File: src/rtl/stream_mux_rr_if.sv
// ============================================================================
// stream_mux_rr_if : N-channel input streams, force controls and output stream
// Rev 1.0
// ============================================================================
`default_nettype none

interface stream_mux_rr_if #(
   parameter int NUM_CH = 4,
   parameter int DATA_W = 64,
   parameter int CH_W   = $clog2(NUM_CH)
);
   logic [NUM_CH-1:0]        in_valid;
   logic [NUM_CH*DATA_W-1:0] in_data;
   logic [NUM_CH-1:0]        in_last;
   logic [NUM_CH-1:0]        in_ready;
   logic                     force_en;
   logic [CH_W-1:0]          force_ch;
   logic                     out_valid;
   logic [DATA_W-1:0]        out_data;
   logic                     out_last;
   logic [CH_W-1:0]          out_ch;
   logic                     out_ready;

   // master: the environment around the mux (sources, sink, select control)
   modport master (
      output in_valid, in_data, in_last, force_en, force_ch, out_ready,
      input  in_ready, out_valid, out_data, out_last, out_ch
   );

   // slave: the multiplexer itself
   modport slave (
      input  in_valid, in_data, in_last, force_en, force_ch, out_ready,
      output in_ready, out_valid, out_data, out_last, out_ch
   );
endinterface

`default_nettype wire

File: src/rtl/stream_mux_rr.sv
// ============================================================================
// stream_mux_rr : registered round-robin / forced-select N-channel stream mux
// Rev 1.0
// ============================================================================
`default_nettype none

module stream_mux_rr #(
   parameter int NUM_CH = 4,
   parameter int DATA_W = 64,
   parameter int CH_W   = $clog2(NUM_CH)
) (
   input  logic           clk,
   input  logic           rst_n,
   stream_mux_rr_if.slave bus
);

   typedef enum logic [0:0] {
      ST_IDLE   = 1'b0,
      ST_LOCKED = 1'b1
   } state_t;

   state_t              state;
   logic [CH_W-1:0]     ptr;
   logic [CH_W-1:0]     lock_ch;

   logic [NUM_CH-1:0]   grant;
   logic [CH_W-1:0]     gnt_ch;
   logic [CH_W-1:0]     next_ptr;
   logic [CH_W-1:0]     rr_idx;
   logic                rr_found;
   logic [DATA_W-1:0]   sel_data;
   logic                sel_last;
   logic                can_load;
   logic                xfer;

   // Grant selection: locked channel, forced channel, or first valid from ptr
   always_comb begin
      grant    = '0;
      gnt_ch   = '0;
      rr_idx   = '0;
      rr_found = 1'b0;
      if (state == ST_LOCKED) begin
         for (int i = 0; i < NUM_CH; i++) begin
            if (lock_ch == CH_W'(i)) begin
               grant[i] = bus.in_valid[i];
               gnt_ch   = CH_W'(i);
            end
         end
      end else if (bus.force_en) begin
         // out-of-range force_ch matches no channel, so nothing is granted
         for (int i = 0; i < NUM_CH; i++) begin
            if (bus.force_ch == CH_W'(i)) begin
               grant[i] = bus.in_valid[i];
               gnt_ch   = CH_W'(i);
            end
         end
      end else begin
         for (int k = 0; k < NUM_CH; k++) begin
            rr_idx = CH_W'((int'(ptr) + k) % NUM_CH);
            if (!rr_found && bus.in_valid[rr_idx]) begin
               rr_found       = 1'b1;
               grant[rr_idx]  = 1'b1;
               gnt_ch         = rr_idx;
            end
         end
      end
   end

   always_comb begin
      sel_data = '0;
      for (int i = 0; i < NUM_CH; i++) begin
         if (grant[i]) begin
            sel_data = bus.in_data[i*DATA_W +: DATA_W];
         end
      end
   end

   assign sel_last     = |(grant & bus.in_last);
   assign can_load     = ~bus.out_valid | bus.out_ready;
   assign bus.in_ready = (rst_n && can_load) ? grant : '0;
   assign xfer         = |(bus.in_ready & bus.in_valid);
   assign next_ptr     = (gnt_ch == CH_W'(NUM_CH - 1)) ? '0 : gnt_ch + 1'b1;

   always_ff @(posedge clk or negedge rst_n) begin
      if (!rst_n) begin
         state         <= ST_IDLE;
         ptr           <= '0;
         lock_ch       <= '0;
         bus.out_valid <= 1'b0;
         bus.out_data  <= '0;
         bus.out_last  <= 1'b0;
         bus.out_ch    <= '0;
      end else begin
         if (xfer) begin
            bus.out_valid <= 1'b1;
            bus.out_data  <= sel_data;
            bus.out_last  <= sel_last;
            bus.out_ch    <= gnt_ch;
         end else if (bus.out_valid && bus.out_ready) begin
            bus.out_valid <= 1'b0;
         end

         case (state)
            ST_IDLE: begin
               if (xfer) begin
                  if (sel_last) begin
                     ptr <= next_ptr;
                  end else begin
                     state   <= ST_LOCKED;
                     lock_ch <= gnt_ch;
                  end
               end
            end
            ST_LOCKED: begin
               if (xfer && sel_last) begin
                  state <= ST_IDLE;
                  ptr   <= next_ptr;
               end
            end
            default: begin
               state <= ST_IDLE;
            end
         endcase
      end
   end

endmodule

`default_nettype wire
File: src/flat_wrapper.sv
// flat-port wrapper written by rule: the top's interface ports become plain ports
module stream_mux_rr_flat 
#(
   parameter int NUM_CH = 4,
   parameter int DATA_W = 64,
   parameter int CH_W   = $clog2(NUM_CH)
)
  (clk, rst_n, bus_in_valid, bus_in_data, bus_in_last, bus_force_en, bus_force_ch, bus_out_ready, bus_in_ready, bus_out_valid, bus_out_data, bus_out_last, bus_out_ch);
  stream_mux_rr_if #(.NUM_CH(NUM_CH), .DATA_W(DATA_W), .CH_W(CH_W)) bus_i ();
  input  logic clk;
  input  logic rst_n;
  input wire logic [$bits(bus_i.in_valid)-1:0] bus_in_valid;
  input wire logic [$bits(bus_i.in_data)-1:0] bus_in_data;
  input wire logic [$bits(bus_i.in_last)-1:0] bus_in_last;
  input wire logic [$bits(bus_i.force_en)-1:0] bus_force_en;
  input wire logic [$bits(bus_i.force_ch)-1:0] bus_force_ch;
  input wire logic [$bits(bus_i.out_ready)-1:0] bus_out_ready;
  output wire logic [$bits(bus_i.in_ready)-1:0] bus_in_ready;
  output wire logic [$bits(bus_i.out_valid)-1:0] bus_out_valid;
  output wire logic [$bits(bus_i.out_data)-1:0] bus_out_data;
  output wire logic [$bits(bus_i.out_last)-1:0] bus_out_last;
  output wire logic [$bits(bus_i.out_ch)-1:0] bus_out_ch;
  assign bus_i.in_valid = bus_in_valid;
  assign bus_i.in_data = bus_in_data;
  assign bus_i.in_last = bus_in_last;
  assign bus_i.force_en = bus_force_en;
  assign bus_i.force_ch = bus_force_ch;
  assign bus_i.out_ready = bus_out_ready;
  assign bus_in_ready = bus_i.in_ready;
  assign bus_out_valid = bus_i.out_valid;
  assign bus_out_data = bus_i.out_data;
  assign bus_out_last = bus_i.out_last;
  assign bus_out_ch = bus_i.out_ch;
  stream_mux_rr #(.NUM_CH(NUM_CH), .DATA_W(DATA_W), .CH_W(CH_W)) u_core (.clk(clk), .rst_n(rst_n), .bus(bus_i));
endmodule
File: config.mk
export PLATFORM = sky130hd
export DESIGN_NAME = stream_mux_rr_flat
export DESIGN_NICKNAME = d
export VERILOG_FILES = /design/src/rtl/stream_mux_rr_if.sv /design/src/rtl/stream_mux_rr.sv /design/src/flat_wrapper.sv
export SDC_FILE = /design/constraint.sdc
export NUM_CORES = 1
export LEC_CHECK = 0
export CAP_MARGIN = 10
export CORE_AREA = 3 3 132 134
export DETAILED_ROUTE_END_ITERATION = 8
export DIE_AREA = 0 0 135 137
export PLACE_DENSITY_LB_ADDON = 0.1
export SLEW_MARGIN = 20
export SYNTH_ARGS = -nofsm -noshare
export SYNTH_HDL_FRONTEND = slang
export SYNTH_SLANG_ARGS = --single-unit
File: constraint.sdc
create_clock -name clk -period 4.37 [get_ports clk]
set_input_delay 0.874 -clock clk [delete_from_list [all_inputs] [get_ports clk]]
set_output_delay 0.874 -clock clk [all_outputs]
set_load 0.1 [all_outputs]
### Word level (Yosys, flattened, before mapping)

Cells that the tools add are included.
Widths: inputs -> output; s select.

* flip-flop bits (word level): 73
* input bits: 270
* output and inout bits: 72
* word-level logic and storage cells: 131

* add/subtract/negate cells: 4
* $lt $le $gt $ge: 8
* equal/unequal tests: 10
* muxes and demuxes: 73
* bitwise logic cells: 9
* reductions and logical operators: 20

Operator list (number)
* $mux 64: 4
* $mux 4: 13
* $mux 1: 32
* $mux 2: 14
* $lt 2x3->1 const B: 4
* $or 4x4->4: 3
* $eq 2x2->1 const B: 5
* $logic_and 1x1->1: 10
* $and 4x4->4: 2
* $bmux 1 s2: 4
* $demux 1 s2: 4
* $ge 2x1->1 const B: 4
* $reduce_or 4->1: 2
* $reduce_and 3->1: 2
* $add 2x1->2 const B: 2
* $add 2x2->2 const B: 2
* $eq 2x1->1 const B: 2
* $logic_not 2->1: 2
* $ne 2x1->1 const B: 2
* $pmux 2 s2: 1
* $logic_not 1->1: 3
* $not 1->1: 3
* $ne 2x2->1 const B: 1
* $pmux 1 s2: 1
* other kinds (2): 2

### Logic depth before layout (Yosys ltp)

* depth in word-level cells: 26
* gate-level depth with buffers: 13
* mapped depth without buffers: 9

### Worst setup path after synthesis

No wires, ideal clock.

* kind: register to output
* start: register u_core.ptr[0]
* end: output port bus_in_ready[0]
* data arrival time: 4.142 ns
* data required time: 3.496 ns
* setup slack: -0.646 ns
* stages on the path, launching flop included: 9
* path buffers: 2
* cell sequence: dfrtp_1 buf_2 inv_1 ha_1 clkbuf_1 mux4_2 or2_1 or4b_4 a31oi_1

* word-level cells in the longest chain between the ends: 21
* elaborated cells on any way between the ends: 62
* those cells by class: add/sub (3); order compare (8); mux (38); bitwise (3); reduce/logical (10)

Ends and longest elaborated chain
* start, declared: RTL line stream_mux_rr.sv:23 `logic [CH_W-1:0] ptr;`
* start signal, assigned: RTL line stream_mux_rr.sv:107 `ptr <= next_ptr;`
* start signal, assigned: RTL line stream_mux_rr.sv:117 `ptr <= next_ptr;`
* branches (longest 17 deep; another with $lt 2x3->1)
* $mux 4 *: RTL line stream_mux_rr.sv:60 `if (!rr_found && bus.in_valid[rr_idx]) begin`
* $mux 4 *: RTL line stream_mux_rr.sv:49 `end else if (bus.force_en) begin`
* $mux 4 *: RTL line stream_mux_rr.sv:42 `if (state == ST_LOCKED) begin`
* $mux 4 *: RTL line stream_mux_rr.sv:80 `assign bus.in_ready = (rst_n && can_load) ? grant : '0;`
* end, declared: RTL line flat_wrapper.sv:18 `output wire logic [$bits(bus_i.in_ready)-1:0] bus_in_ready;`

Mark *: on every way between the ends. The select of a mux whose other input is x is not followed.

### Worst setup path after layout

* start: input port bus_in_valid[1]
* end: output port bus_in_ready[0]

* word-level cells in the longest chain between the ends: 21
* elaborated cells on any way between the ends: 39
* those cells by class: mux (30); bitwise (3); reduce/logical (6)

Ends and longest elaborated chain
* start, declared: RTL line flat_wrapper.sv:12 `input wire logic [$bits(bus_i.in_valid)-1:0] bus_in_valid;`
* $bmux 1 s2: RTL line stream_mux_rr.sv:60
* $mux 1 (implied by the code): RTL line stream_mux_rr.sv:60
* $mux 1: RTL line stream_mux_rr.sv:60
* $mux 1: RTL line stream_mux_rr.sv:49
* $mux 1: RTL line stream_mux_rr.sv:42
* $logic_not 1->1: RTL line stream_mux_rr.sv:60
* $logic_and 1x1->1: RTL line stream_mux_rr.sv:60
* $mux 1: RTL line stream_mux_rr.sv:60
* [5 not listed]
* $mux 1: RTL line stream_mux_rr.sv:49
* $mux 1: RTL line stream_mux_rr.sv:42
* $logic_not 1->1: RTL line stream_mux_rr.sv:60
* $logic_and 1x1->1: RTL line stream_mux_rr.sv:60
* $mux 4 *: RTL line stream_mux_rr.sv:60
* $mux 4 *: RTL line stream_mux_rr.sv:49
* $mux 4 *: RTL line stream_mux_rr.sv:42
* $mux 4 *: RTL line stream_mux_rr.sv:80

Mark *: on every way between the ends. The rest lies on a longest branch, timed or not. The select of a mux whose other input is x is not followed.

==> flow_summary.ini <==
[sta]
clock.fmax_mhz = 240.1
max_slew_margin_pct = 29.77
skew_ps = 6.616
hold_viol = 0
setup_viol = 0
maxSlewViolCount = 0
hold_slack_ps = 483.3
setup_ws_ps = 205.8
period_needed_ps = 4164
fin_tns_setup_ps = 0
worstMarginPinSlew_ps = 1050
rsz0062_at_grt = no
post-route-period-util_pct = 95.29

[cts]
cts_resized = 0
clock_sinks = 73
ctsHoldBuffers = 0
numCtsBuffers = 9
path_clk_slew_ps = 60
root_buffer = clkbuf_16
tritoncts = yes
htree_levels = 3
post_cts_buffers = 0
cts_buffer_depth = 2
insertion_delay_ps = 340

[cells_and_area]
fill_cells = 1447
drive_gt1_share_pct = 7.599
syn_to_final_growth_pct = 70.04
layout_commonest_cell = clkdlybuf4s50_1
layoutNonFillerInstCount = 1207
nNetsFinal = 1258
mostFrequentLayoutCells = clkdlybuf4s50_1 (336), nand2_1 (75), dfrtp_1 (73), nand3_1 (71), mux2i_1 (70)
antenna_cells_inserted = 0

[setup_path]
crit_type = in2out
ff2ff_path_depth = 11
endpoint_kind = output port
r2r_setup_slack_ps = 880
worst-path-max-fanout = 7
r2r_end = u_core.bus.out_data[21]
r2r_start = u_core.ptr[0]
crit_path_start_kind = input port
cp.required_ps = 3500
cp.arrival_ps = 3290

[global_route]
grt_max_degree = 74
grtUsageMet2_pct = 42.38
busiest_layer = met2
use_met3_pct = 5.919
grt_overflow = 0
antenna_found_initial = 0
grt_use_met1_pct = 29.97
grtUsageTotal_pct = 24.38
first_global_vias = 6083
grt_pass1_wl_um = 35180

[drt]
via_per_inst = 5.328
drt-pass1-iter-count = 5
ant_nets = 0
dr_total_vias = 6431
drc = 0
wl_um = 23910
drtIter0Drc = 320
wl_per_cell_um = 19.81

[worst_hold_path]
worstHoldStart = u_core.bus.out_data[47]
min_path_cells = 1
hold_end = u_core.bus.out_data[47]
hp-class = reg2reg

[place]
routabilityCongestion = 0.8775
place_hpwl_um = 17970
place_worst_setup_slack_ps = 200.7
port_buffers = 341
dp.cells = 1191

[synth]
syn-num-nets = 937
yosysUniqueCellTypes = 55
syn_inst = 661
synth_top_area_share_pct = 30.68
synth_edf_count = 0
synthFlopType = dfrtp_1
ys_async_sr_fraction_pct = 100.0
ys_seq_area_share_pct = 30.68
yosysTopAreaCell = dfrtp_1
synth.avg_cell_area_um2 = 9.008
synth_area_um2 = 5954
synth-seq-cells = 73
ys_warn_count = 0
synthTopCellsByArea = dfrtp_1 (31%), mux2_1 (12%), mux2i_1 (12%), o21bai_1 (8.1%), a31oi_1 (7.0%)

[floorplanning]
start_util_pct = 36.29
die_area_um2 = 18500
rows = 47
core_area_um2 = 16410
die_h_um = 137
ios = 342
fp.dieW_um = 135

[power_and_ir_drop]
p_per_area_nw_per_um2 = 763.0
p_sw_mw = 4.378
p_int_mw = 3.347
clkPwrFrac_pct = 9.8
p_comb_share_pct = 75.0
leakagePower_nw = 4.478
switching_share_pct = 56.67
power_mw = 7.725
p_seq_share_pct = 15.1
vdd_drop_max_mv = 0.4010

[job]
drv_cap = 0

[outcome]
status = finished clean
-- state kept, by name (all words and copies together), names as in the netlist, named ones only --
register              cells
u_core.bus.out_data      64
u_core.ptr                2
u_core.bus.out_valid      1
u_core.bus.out_ch         2
u_core.lock_ch            2
u_core.bus.out_last       1
-- cell usage after synthesis, types with 3 or more instances --
cell type / number
mux4_2: 4
mux2_1: 65
nor3_1: 3
nand2b_1: 4
nand3_1: 72
and3b_1: 3
a31oi_1: 67
inv_1: 8
mux2i_1: 70
o21bai_1: 64
ha_1: 6
a21oi_1: 9
dfrtp_1: 73
nor2_1: 11
buf_2: 16
nand3b_1: 6
clkbuf_1: 34
buf_6: 7
o21ai_0: 10
o211ai_1: 3
nand2_1: 75
buf_1: 7
a211oi_1: 4
-- layout make-up --
class                   instances  area, um2  share of cell area [%]
clock buffers                  10      239.0                   2.360
clock inverters                 6      66.31                  0.6550
inverters                       8      30.03                  0.2966
multi-input cells             516       3839                   37.91
flip-flops and latches         73       1827                   18.04
well taps                     220      275.3                   2.719
repair buffers                374       3849                   38.01
-- power by group through the flow --
stage	clock network (mW)	logic [mW]	registers [mW]
floorplan	0	2.09	3.15
global placement	0	5.80	1.17
detailed placement	0	5.82	1.18
CTS	0.780	5.84	1.17
global route	0.806	6.09	1.21
finish	0.760	5.79	1.17
-- how the worst max path moves through the flow --
| stage | slack, ps | cells past startpoint | from | end |
|---|---|---|---|---|
| final | 210 | 6 | bus_in_valid[1] | bus_in_ready[0] |
| after global routing | 140 | 7 | bus_in_valid[1] | bus_in_ready[2] |
| after CTS | 220 | 6 | bus_in_valid[1] | bus_in_ready[0] |
| after detailed placement | 200 | 11 | bus_in_valid[1] | u_core.lock_ch[0] |
| after global placement | 230 | 6 | bus_in_valid[1] | bus_in_ready[0] |
| after floorplan | -90 | 8 | u_core.ptr[0] | bus_in_ready[0] |
-- stage by stage --
step                      util [%]  cell area, um2
after global placement       59.85            9819
final                        61.71           10120
after floorplan                  -            5973
after global routing         61.71           10120
after detailed placement     59.85            9819
after CTS                    61.71           10120
-- critical path: stages --
cell             delay [ps]
clkdlybuf4s50_1         530
mux4_2                  560
or2_1                   270
or4b_4                  580
a31oi_2                 270
buf_12                  210
-- cells by family (layout without fill, tap and decap cells) --
group                      after synthesis  count (layout)  share of synthesized area (%)
and+or+nand+nor                        191             191                          15.78
AOI/OAI and AO/OA                      176             176                          20.28
muxes                                  141             141                          25.95
DFF                                     73              73                          30.68
buffers and inverters                   72             398                          5.758
adders and majority gates                6               6                          1.261
xor gates and xnor gates                 2               2                         0.2942
-- per-layer routing --
metal | routed length, um | part of all wire [%]
met5 | 0 | 0
met1 | 9545 | 40
met3 | 1906 | 8.0
met4 | 490 | 2.0
met2 | 11970 | 50
Power figures use the tool's default switching activity.
